### config.mk
export PLATFORM = sky130hd
export DESIGN_NAME = memory_arbiter
export DESIGN_NICKNAME = d
export VERILOG_FILES = /design/src/rtl/memory_arbiter.sv
export SDC_FILE = /design/constraint.sdc
export NUM_CORES = 1
export LEC_CHECK = 0
export BUFFER_PORTS_ARGS = -buffer_cell sky130_fd_sc_hd__buf_2
export CAP_MARGIN = 15
export CORE_MARGIN = 2
export CORE_UTILIZATION = 55
export CTS_BUF_LIST = sky130_fd_sc_hd__clkbuf_4
export CTS_CLUSTER_SIZE = 25
export DETAILED_ROUTE_END_ITERATION = 8
export PLACE_DENSITY_LB_ADDON = 0.25
export SLEW_MARGIN = 5
export SYNTH_ARGS = -nofsm -noshare
export SYNTH_HDL_FRONTEND = slang
export SYNTH_SLANG_ARGS = --single-unit
### constraint.sdc
create_clock -name clk -period 2.9 [get_ports clk]
set_input_delay 0.58 -clock clk [delete_from_list [all_inputs] [get_ports clk]]
set_output_delay 0.58 -clock clk [all_outputs]
set_load 0.1 [all_outputs]
### src/rtl/memory_arbiter.sv
// Two-port valid/ready arbiter that sequences accesses to a single-port memory as setup, strobe, release.
// Define ARB_FIXED_PRIO_EN for fixed priority (port 0 wins); default build is round-robin.
module memory_arbiter #(
    parameter  int WORD_SIZE = 4,
    parameter  int NUM_WORDS = 64,
    parameter  int READ_WAIT = 1,
    localparam int ADDR_W    = $clog2(NUM_WORDS)
) (
    input  logic                 clk,
    input  logic                 rst_n,
    input  logic                 req0Valid,
    output logic                 req0Ready,
    input  logic                 req0Write,
    input  logic [ADDR_W-1:0]    req0Addr,
    input  logic [WORD_SIZE-1:0] req0WData,
    output logic                 rsp0Valid,
    output logic [WORD_SIZE-1:0] rsp0RData,
    input  logic                 req1Valid,
    output logic                 req1Ready,
    input  logic                 req1Write,
    input  logic [ADDR_W-1:0]    req1Addr,
    input  logic [WORD_SIZE-1:0] req1WData,
    output logic                 rsp1Valid,
    output logic [WORD_SIZE-1:0] rsp1RData,
    output logic                 memEnable,
    output logic                 memReadWrite,
    output logic [ADDR_W-1:0]    memAddress,
    output logic [WORD_SIZE-1:0] memDataIn,
    input  logic [WORD_SIZE-1:0] memDataOut,
    output logic                 busy
);

    if (READ_WAIT < 1 || READ_WAIT > 15) begin : g_bad_read_wait
        $error("memory_arbiter: READ_WAIT must be within 1..15");
    end

    typedef enum logic [1:0] {
        IDLE   = 2'd0,
        SETUP  = 2'd1,
        STROBE = 2'd2,
        DONE   = 2'd3
    } state_t;

    state_t      state_reg;
    logic        last_grant_reg;
    logic        port_reg;
    logic        write_reg;
    logic [3:0]  wait_cnt_reg;

    logic                 idle;
    logic                 prefer0;
    logic                 hs0;
    logic                 hs1;
    logic                 sel_write;
    logic [ADDR_W-1:0]    sel_addr;
    logic [WORD_SIZE-1:0] sel_wdata;

    assign idle = (state_reg == IDLE);

`ifdef ARB_FIXED_PRIO_EN
    // lastGrant keeps being tracked so the build can switch policy without other changes
    assign prefer0 = last_grant_reg | 1'b1;
`else
    assign prefer0 = last_grant_reg;
`endif

    assign req0Ready = idle && req0Valid && (!req1Valid || prefer0);
    assign req1Ready = idle && req1Valid && (!req0Valid || !prefer0);

    assign hs0 = req0Valid && req0Ready;
    assign hs1 = req1Valid && req1Ready;

    assign sel_write = hs1 ? req1Write : req0Write;
    assign sel_addr  = hs1 ? req1Addr  : req0Addr;
    assign sel_wdata = hs1 ? req1WData : req0WData;

    // Address/data/direction are loaded at the handshake so they are already stable during SETUP
    always_ff @(posedge clk or negedge rst_n) begin
        if (!rst_n) begin
            state_reg      <= IDLE;
            last_grant_reg <= 1'b1;
            port_reg       <= 1'b0;
            write_reg      <= 1'b0;
            wait_cnt_reg   <= 4'd0;
            memEnable      <= 1'b0;
            memReadWrite   <= 1'b1;
            memAddress     <= '0;
            memDataIn      <= '0;
            rsp0Valid      <= 1'b0;
            rsp1Valid      <= 1'b0;
            rsp0RData      <= '0;
            rsp1RData      <= '0;
            busy           <= 1'b0;
        end else begin
            case (state_reg)
                IDLE: begin
                    if (hs0 || hs1) begin
                        port_reg       <= hs1;
                        last_grant_reg <= hs1;
                        write_reg      <= sel_write;
                        memAddress     <= sel_addr;
                        memDataIn      <= sel_wdata;
                        memReadWrite   <= ~sel_write;
                        busy           <= 1'b1;
                        state_reg      <= SETUP;
                    end
                end
                SETUP: begin
                    memEnable    <= 1'b1;
                    wait_cnt_reg <= 4'(READ_WAIT - 1);
                    state_reg    <= STROBE;
                end
                STROBE: begin
                    if (wait_cnt_reg != 4'd0) begin
                        wait_cnt_reg <= wait_cnt_reg - 4'd1;
                    end else begin
                        memEnable    <= 1'b0;
                        memReadWrite <= 1'b1;
                        rsp0Valid    <= !port_reg;
                        rsp1Valid    <= port_reg;
                        if (!write_reg) begin
                            if (port_reg) begin
                                rsp1RData <= memDataOut;
                            end else begin
                                rsp0RData <= memDataOut;
                            end
                        end
                        state_reg <= DONE;
                    end
                end
                DONE: begin
                    rsp0Valid <= 1'b0;
                    rsp1Valid <= 1'b0;
                    busy      <= 1'b0;
                    state_reg <= IDLE;
                end
                default: begin
                    state_reg <= IDLE;
                end
            endcase
        end
    end

endmodule
==> results of run 1 <==
-- logic make-up (layout without fill, tap and decap cells) --
kind of cell / after synthesis / after routing / synth area share
fa+ha+maj: 6 / 6 / 0.0485
flops: 32 / 32 / 0.519
buf+inv: 12 / 69 / 0.0348
mux: 21 / 21 / 0.145
compound gates: 30 / 30 / 0.112
simple gates: 42 / 42 / 0.140
-- routing by layer --
layer,up-vias,wire length [um],GRT usage
met5,-,0,0
met4,0,37,0.110
met3,4,189,0.0522
met2,49,1500,0.356
met1,580,1270,0.237
li1,604,-,-
-- area by class of cell --
type / instances / area share
flip-flops and latches: 32 / 0.425
clock buffers: 6 / 0.0238
well taps: 31 / 0.0205
inverters: 6 / 0.0119
repair buffers: 56 / 0.151
multi-input cells: 99 / 0.365
clock inverters: 1 / 0.00265
-- cell usage in the layout (no fill, tap or decap) --
master	count
buf_2	54
o21ai_0	16
a22o_1	3
nor3_1	2
nor2b_1	2
nand2b_1	1
o21ai_1	1
nor3b_1	3
clkbuf_4	6
a21o_1	1
inv_1	6
nor2_1	7
nor4b_4	1
clkinv_2	1
ha_1	6
nand3_1	1
or2b_1	1
o21a_1	1
a22oi_1	1
or2_2	1
dfstp_2	2
nand4b_1	1
mux2i_1	10
or3b_1	1
nand2_1	21
o31ai_1	2
a21oi_1	5
buf_4	2
mux2_2	11
dfrtp_1	30
-- stage by stage --
step           instances  setup WS (ns)
6_report             231          0.571
5_1_grt              231          0.459
4_1_cts              231          0.555
3_5_place_dp         224          0.787
3_3_place_gp         224          0.886
2_1_floorplan        143        0.00566
-- worst min path at each step --
stage                               start                         end
6_report                            rst_n    rsp1RData[3]$_DFFE_PN0P_
5_1_grt                             rst_n    rsp1RData[3]$_DFFE_PN0P_
4_1_cts                             rst_n       rsp0Valid$_DFFE_PN0P_
3_5_place_dp   last_grant_reg$_DFFE_PN1P_  last_grant_reg$_DFFE_PN1P_
3_3_place_gp   last_grant_reg$_DFFE_PN1P_  last_grant_reg$_DFFE_PN1P_
2_1_floorplan                       rst_n            busy$_DFFE_PN0P_
-- critical path, delay by kind of cell (launching register included) --
family | cells | cell delay [ns]
buffers and inverters | 2 | 0.55
AO/OA/AOI/OAI | 1 | 0.10
AND/OR/NAND/NOR | 1 | 0.09
flip-flops | 1 | 0.41
adder cells (fa/ha/maj) | 1 | 0.28
==> impl_results.md, run 1 <==
- Result of the run: finished, final reports clean
- Worst EP required: about 2.3 ns
- Die area: 0.00325 mm2
- Worst stage delay on the critical path: 0.44 ns
- Synth Cell Area: 0.00155 mm2
- Setup slack, reg-to-reg: ~0.78 ns
- Max-cap violations: 0
- Placed inst area: 0.00184 mm2
- Ys Warns: 0
- Top post-synthesis cells by count: 30 x dfrtp_1, 21 x nand2_1, 16 x o21ai_0
- Unrepaired setup endpoints after global routing: false
- Clk Latency, worst-skew pair: 0.33 ns
- Detailed Route Iter0 Violations: 27
- GP Congestion: 0.684
- Total clock buffers created by CTS: 5
- Worst-Margin Slew: 0.670 ns
- Asr flop ratio synth: 1.00
- Buffers added on ports: 54
- Initial core utilization: 0.571
- Critical Path Fanout Max: 7
- R2r startpoint: wait_cnt_reg[0]$_DFFE_PN0P_
- Total gr overflow: 0
- Final hold slack: 0.277 ns
- Largest cells by area after synthesis: dfrtp_1 49%, mux2_2 8.0%, mux2i_1 6.5%
- Max Slew Vio Count: 0
- Mapped Nets: 179
- Worst Setup EP: req0Ready
- Yosys top cell area share: 0.485
- Layout cells sized above 1: 0.390
- Synthesis-to-layout area growth: 22.2%
- Final hold violations: 0
- First-pass DRT Iterations: 5
- Worst setup path startpoint: state_reg[1]$_DFFE_PN0P_
- Post-synth EDFFs: 0
- Drt wl/cell: 13.0 um
- Largest net degree at the start of global routing: 33
- R2R cell count: 5
- Final net count: roughly 240
- Crit-path slowest cell: buf_2
- First-pass GRT wire length: 5.16 mm
- Seq. cell area: 803 um2
- Antenna cells: 0
- Max Clk Rate: 0.429 GHz
- Critical path type: flop to output port
- Max reg flops: 6
- Post-CTS Setup Inserts: 0
- Final setup violation count: 0
- Final wirelength: 3.00 mm
- Max Buffers Root-to-Sink: 2
- Reg with most FFs: memAddress
- Gr usage total: 0.207
- Yosys top cell by area: dfrtp_1
- Number of top-level pins: between 50 and 60
- DR DRC count: 0
- Fillers: 217
- Post-synthesis sequential area ratio: 0.519
- Synthesized area per cell: between 10 and 15 um2
- Hold_buf cts: 0
- Crit path capture type: output port
- Clock Skew: 0.00638 ns
- Cts repair resizes: 0
- HP Class: input pin to asynchronous set/reset pin
- Tcrit/Tclk final: 0.803
- Final Instance Area: 0.00189 mm2
- Tmin final: 2.33 ns
- Area of the multi-input gates: 689 um2
- CP cell instances: inv_1 > ha_1 > nand2_1 > a21oi_1 > buf_2
- Initial antenna violation count: 0
- Dpl hpwl: 2.30 mm
- Clock sink total: 32
- Top FF cell, synth: dfrtp_1
- Worst EP arrival: 1.75 ns
- Cell count after synthesis: approximately 140
- Post-layout util: 0.697
- Die Y: 57.0 um
- Vias per Instance: 5.35
- CTS root buf: clkbuf_4
- Slew HR: 0.553
- Via count: 1,237
- Setup crit start kind: flop
- H-tree levels: 2
- Vias in the first global route: 1,240
- Count of cell types in the netlist: 29
- TritonCTS clock tree: yes
- Top-count cell post-synth: dfrtp_1
- Setup TNS: 0 ns
- R2r endpoint: rsp0RData[1]$_DFFE_PN0P_
- #FFs+latches synth: 32
- Core area: 0.00271 mm2
- # rows: 19
- Antenna-violating nets left: 0
- Worst-path clk slew: 0.09 ns
- Die W: 57.0 um
Power of run 1 is not shown: default switching activity piles up to over one toggle a cycle in this logic, so the estimate is an artifact.
==> inputs of run 2 (changes only) <==
- CORE_UTILIZATION: 55 -> 51
- clock period: 2.9 -> 2.4 ns (I/O delays scaled with it)
==> impl_results.md, run 2 (synthesis gave the netlist of run 1 again) <==
- Final setup violation count: 0
- Slew HR: 0.540
- Buffers added on ports: 54
- Setup crit start kind: flop
- Clk Latency, worst-skew pair: 0.34 ns
- Max reg flops: 6
- First-pass GRT wire length: 5.31 mm
- TritonCTS clock tree: yes
- CP cell instances: inv_1 > ha_1 > nand2_1 > a21oi_2 > buf_2
- Final net count: 238
- Die Y: approximately 60 um
- Die W: 59.1 um
- H-tree levels: 2
- Antenna-violating nets left: 0
- CTS root buf: clkbuf_4
- Worst setup path startpoint: state_reg[1]$_DFFE_PN0P_
- Total gr overflow: 0
- Dpl hpwl: roughly 2.4 mm
- Final wirelength: around 3 mm
- Layout cells sized above 1: 0.409
- Max Buffers Root-to-Sink: 2
- Crit-path slowest cell: buf_2
- Total clock buffers created by CTS: 5
- Vias per Instance: approximately 5.3
- Tcrit/Tclk final: 0.940
- Antenna cells: 0
- Via count: 1,230
- Commonest non-fill, non-tap cell in the layout: buf_2
- Max Clk Rate: 0.443 GHz
- Worst EP arrival: 1.78 ns
- Largest net degree at the start of global routing: 33
- CP delay by family, top: buffers and inverters
- Hold_buf cts: 0
- Synthesis-to-layout area growth: 26.6%
- CP Buf/Inv Count: 2
- Clock sink total: 32
- Gr usage total: 0.203
- Max-cap violations: 0
- Final hold violations: 0
- Unrepaired setup endpoints after global routing: false
- Worst-path clk slew: 0.11 ns
- Max Slew Vio Count: 0
- Result of the run: finished, final reports clean
- Worst stage delay on the critical path: 0.43 ns
- Worst-Margin Slew: slightly below 0.7 ns
- Die area: 0.00349 mm2
- Core area: 0.00283 mm2
- Clock Skew: roughly 0.014 ns
- Reg with most FFs: memAddress
- Worst EP required: 1.92 ns
- Commonest non-fill, non-tap cells in the layout: 53 x buf_2, 30 x dfrtp_1, 21 x nand2_1, 16 x o21ai_0, 11 x mux2_2
- HP Class: input pin to asynchronous set/reset pin
- First-pass DRT Iterations: 4
- Tmin final: 2.26 ns
- Cts repair resizes: 0
- # rows: 19
- Area of the multi-input gates: 698 um2
- Detailed Route Iter0 Violations: 43
- Post-CTS Setup Inserts: 0
- Critical path type: flop to output port
- GP Congestion: about 0.8
- R2r startpoint: wait_cnt_reg[0]$_DFFE_PN0P_
- Seq. cell area: roughly 800 um2
- Initial core utilization: 0.547
- Number of top-level pins: between 50 and 60
- Drt wl/cell: 13.1 um
- Crit path capture type: output port
- Fillers: 216
- Initial antenna violation count: 0
- Setup TNS: 0 ns
- Vias in the first global route: between 1,000 and 1,500
- Critical Path Fanout Max: 7
- DR DRC count: 0
==> run 2: final timing paths <==
check / slack (ns) / cells past startpoint / end
max: 0.14 / 5 / req0Ready
min in group clk: 0.39 / 2 / rsp1RData[3]$_DFFE_PN0P_
max reg2reg: 0.27 / 5 / rsp0RData[0]$_DFFE_PN0P_
max in group asynchronous: 1.77 / 1 / rsp0RData[3]$_DFFE_PN0P_
min reg2reg: 0.47 / 2 / last_grant_reg$_DFFE_PN1P_
min: 0.17 / 1 / memAddress[2]$_DFFE_PN0P_
==> run 2: worst reg2reg max path, delay by kind of cell (launching register included) <==
family	cells	cell delay, ns
muxes	1	0.38
adders and majority gates	1	0.20
DFF	1	0.41
buffers and inverters	1	0.13
and+or+nand+nor	2	0.91
==> run 2: metrics by stage <==
step | setup slack, ns | instances | instance area, um2 | hold WS [ns] | util
floorplan | 0.0626 | 143 | 1550 | 0.184 | -
global placement | 0.373 | 226 | 1870 | 0.456 | 0.662
detailed placement | 0.299 | 226 | 1870 | 0.458 | 0.662
CTS | 0.0916 | 234 | 1950 | 0.193 | 0.690
global route | 0.0176 | 234 | 1960 | 0.218 | 0.692
finish | 0.143 | 234 | 1960 | 0.170 | 0.692
==> run 2: layer usage <==
layer,up-vias,GRT usage,share of wire
met5,-,0,0
met4,0,0.0779,0.017
met3,6,0.0677,0.059
met2,38,0.332,0.51
met1,574,0.249,0.41
li1,612,-,-
==> run 2: area by class of cell <==
cell class                 instances  area share
sequential                        32       0.410
multi-input combinational         99       0.357
timing repair buffer              58       0.161
clock buffer                       6      0.0230
tap                               31      0.0198
clock inverter                     2      0.0179
inverter                           6      0.0115
Power of run 2 is left out for the same reason.
==> inputs of run 3 (changes only) <==
- ABC_AREA: default -> 1
- CORE_UTILIZATION: 51 -> 52
==> impl_results.md, run 3 <==
- Ys Warns: 0
- CP delay by family, top: buffers and inverters
- TritonCTS clock tree: yes
- Max reg flops: 6
- Crit-path slowest cell: dfrtp_1
- Setup TNS: 0 ns
- Number of top-level pins: 55
- Max Slew Vio Count: 0
- Total gr overflow: 0
- Tcrit/Tclk final: 0.935
- Die Y: 61.1 um
- HP Class: input pin to asynchronous set/reset pin
- Tmin final: about 2.2 ns
- Count of cell types in the netlist: 21
- Max-cap violations: 0
- Area of the multi-input gates: 716 um2
- Post-synthesis sequential area ratio: 0.475
- Top post-synthesis cells by count: 72 x nand2_1, 38 x nand3_1, 33 x inv_1
- Dpl hpwl: 2.74 mm
- Synthesized area per cell: between 7 and 8 um2
- Layout cells sized above 1: 0.289
- Initial core utilization: 0.550
- Die area: 0.00373 mm2
- Critical Path Fanout Max: 14
- Unrepaired setup endpoints after global routing: false
- Max Buffers Root-to-Sink: 2
- Setup slack, reg-to-reg: 0.65 ns
- Worst stage delay on the critical path: between 0.4 and 0.5 ns
- Clk Latency, worst-skew pair: between 0.3 and 0.4 ns
- Core area: 0.00308 mm2
- Top-count cell post-synth: nand2_1
- Cts repair resizes: 0
- GP Congestion: 0.821
- Largest net degree at the start of global routing: 33
- Antenna-violating nets left: 0
- Worst-path clk slew: 0.11 ns
- Result of the run: finished, final reports clean
- CP cell instances: inv_1 > ha_2 > nand2_4 > inv_2 > nand2_4 > inv_4 > buf_12
- Top FF cell, synth: dfrtp_1
- Die W: about 61 um
- Cell count after synthesis: 216
- # rows: 20
- CP Buf/Inv Count: 4
- DR DRC count: 0
- #FFs+latches synth: 32
- Yosys top cell by area: dfrtp_1
- Largest cells by area after synthesis: dfrtp_1 44%, nand2_1 16%, nand3_1 11%
- Reg with most FFs: memAddress
- Commonest non-fill, non-tap cell in the layout: nand2_1
- Critical path type: flop to output port
- Seq. cell area: around 800 um2
- Antenna cells: 0
- First-pass DRT Iterations: 4
- Asr flop ratio synth: 1.00
- Worst EP arrival: 1.76 ns
- Buffers added on ports: 54
- Vias in the first global route: 1,426
- Final Instance Area: about 0.0021 mm2
- Post-CTS Setup Inserts: 0
- Final wirelength: about 3.6 mm
- Synth Cell Area: between 0.0015 and 0.002 mm2
- Synthesis-to-layout area growth: 21.7%
- Placed inst area: 0.00199 mm2
- Crit path capture type: output port
- Worst EP required: roughly 1.9 ns
- First-pass GRT wire length: between 6 and 7 mm
- Post-synth EDFFs: 0
- H-tree levels: 2
- Via count: 1,500
- Total clock buffers created by CTS: 5
- Fillers: 293
- Drt wl/cell: 11.3 um
- Slew HR: 0.542
- Final net count: 308
- Vias per Instance: 4.73
- CTS root buf: clkbuf_4
- Gr usage total: 0.221
- Final setup violation count: 0
- Critical path's most frequent cell: nand2_4
- Commonest non-fill, non-tap cells in the layout: 72 x nand2_1, 53 x buf_2, 38 x nand3_1, 33 x inv_1, 30 x dfrtp_1
- Initial antenna violation count: 0
- Detailed Route Iter0 Violations: 51
- Final hold violations: 0
- Yosys top cell area share: 0.443
- Setup crit start kind: flop
- Hold_buf cts: 0
- Clock Skew: 0.0121 ns
- Clock sink total: 32
- Worst-Margin Slew: 0.687 ns
- Max Clk Rate: 0.446 GHz
- Mapped Nets: 252
run 3: changes by cell type after synthesis, sizes merged, moves of 3 or more:
cell	previous run	this run
a22o	3	0
mux2	11	0
clkbuf	4	1
nand2	21	77
buf	2	5
mux2i	10	0
nor3b	3	0
o21ai	17	9
nand3	1	38
inv	6	36
run 3: worst paths after layout:
path                                                from                        end  depth (start not counted)
worst max-delay path            state_reg[0]$_DFFE_PN0P_                  req1Ready                          7
worst min-delay path                               rst_n  memAddress[5]$_DFFE_PN0P_                          1
worst max register to register  state_reg[0]$_DFFE_PN0P_           busy$_DFFE_PN0P_                          7
worst min register to register  rsp1RData[1]$_DFFE_PN0P_   rsp1RData[1]$_DFFE_PN0P_                          2
max in group asynchronous                          rst_n   memDataIn[2]$_DFFE_PN0P_                          1
min in group clk                           memDataOut[3]   rsp1RData[3]$_DFFE_PN0P_                          3
run 3: worst register-to-register path, delay by kind of cell (launching register included):
family | cells | cell delay (ns)
adders and majority gates | 1 | 0.22
DFF | 1 | 0.41
buffers and inverters | 3 | 0.33
AOI/OAI and AO/OA | 1 | 0.30
and+or+nand+nor | 2 | 0.39
run 3: per-stage QoR:
stage | instances | setup WS [ns] | hold WS (ns) | util
floorplan | 216 | 0.0978 | 0.184 | -
detailed placement | 309 | 0.376 | 0.453 | 0.648
CTS | 317 | 0.00452 | 0.196 | 0.666
global route | 317 | 0.0457 | 0.223 | 0.670
finish | 317 | 0.156 | 0.172 | 0.670
global placement | 309 | 0.442 | 0.449 | 0.648
run 3: layout make-up:
class / instances / share of cell area
Clock buffer: 5 / 0.0182
Multi-Input combinational cell: 142 / 0.347
Sequential cell: 32 / 0.390
Timing Repair Buffer: 55 / 0.142
Tap cell: 44 / 0.0267
Clock inverter: 3 / 0.00911
Inverter: 36 / 0.0668
run 3: cell families (layout without fill, tap and decap cells):
family | count (synthesis) | after routing | share of synthesized area
AND/OR/NAND/NOR | 123 | 123 | 0.329
buffers and inverters | 42 | 99 | 0.109
flip-flops | 32 | 32 | 0.475
AO/OA/AOI/OAI | 12 | 12 | 0.0377
adder cells (fa/ha/maj) | 6 | 6 | 0.0443
XOR/XNOR | 1 | 1 | 0.00517
run 3: per-layer routing:
metal  vias up  track usage  part of all wire
li1        778            -                 -
met2        37        0.371              0.48
met3         5       0.0588             0.051
met4         0       0.0652             0.012
met5         -            0                 0
met1       680        0.280              0.45
Power of run 3 is left out for the same reason.
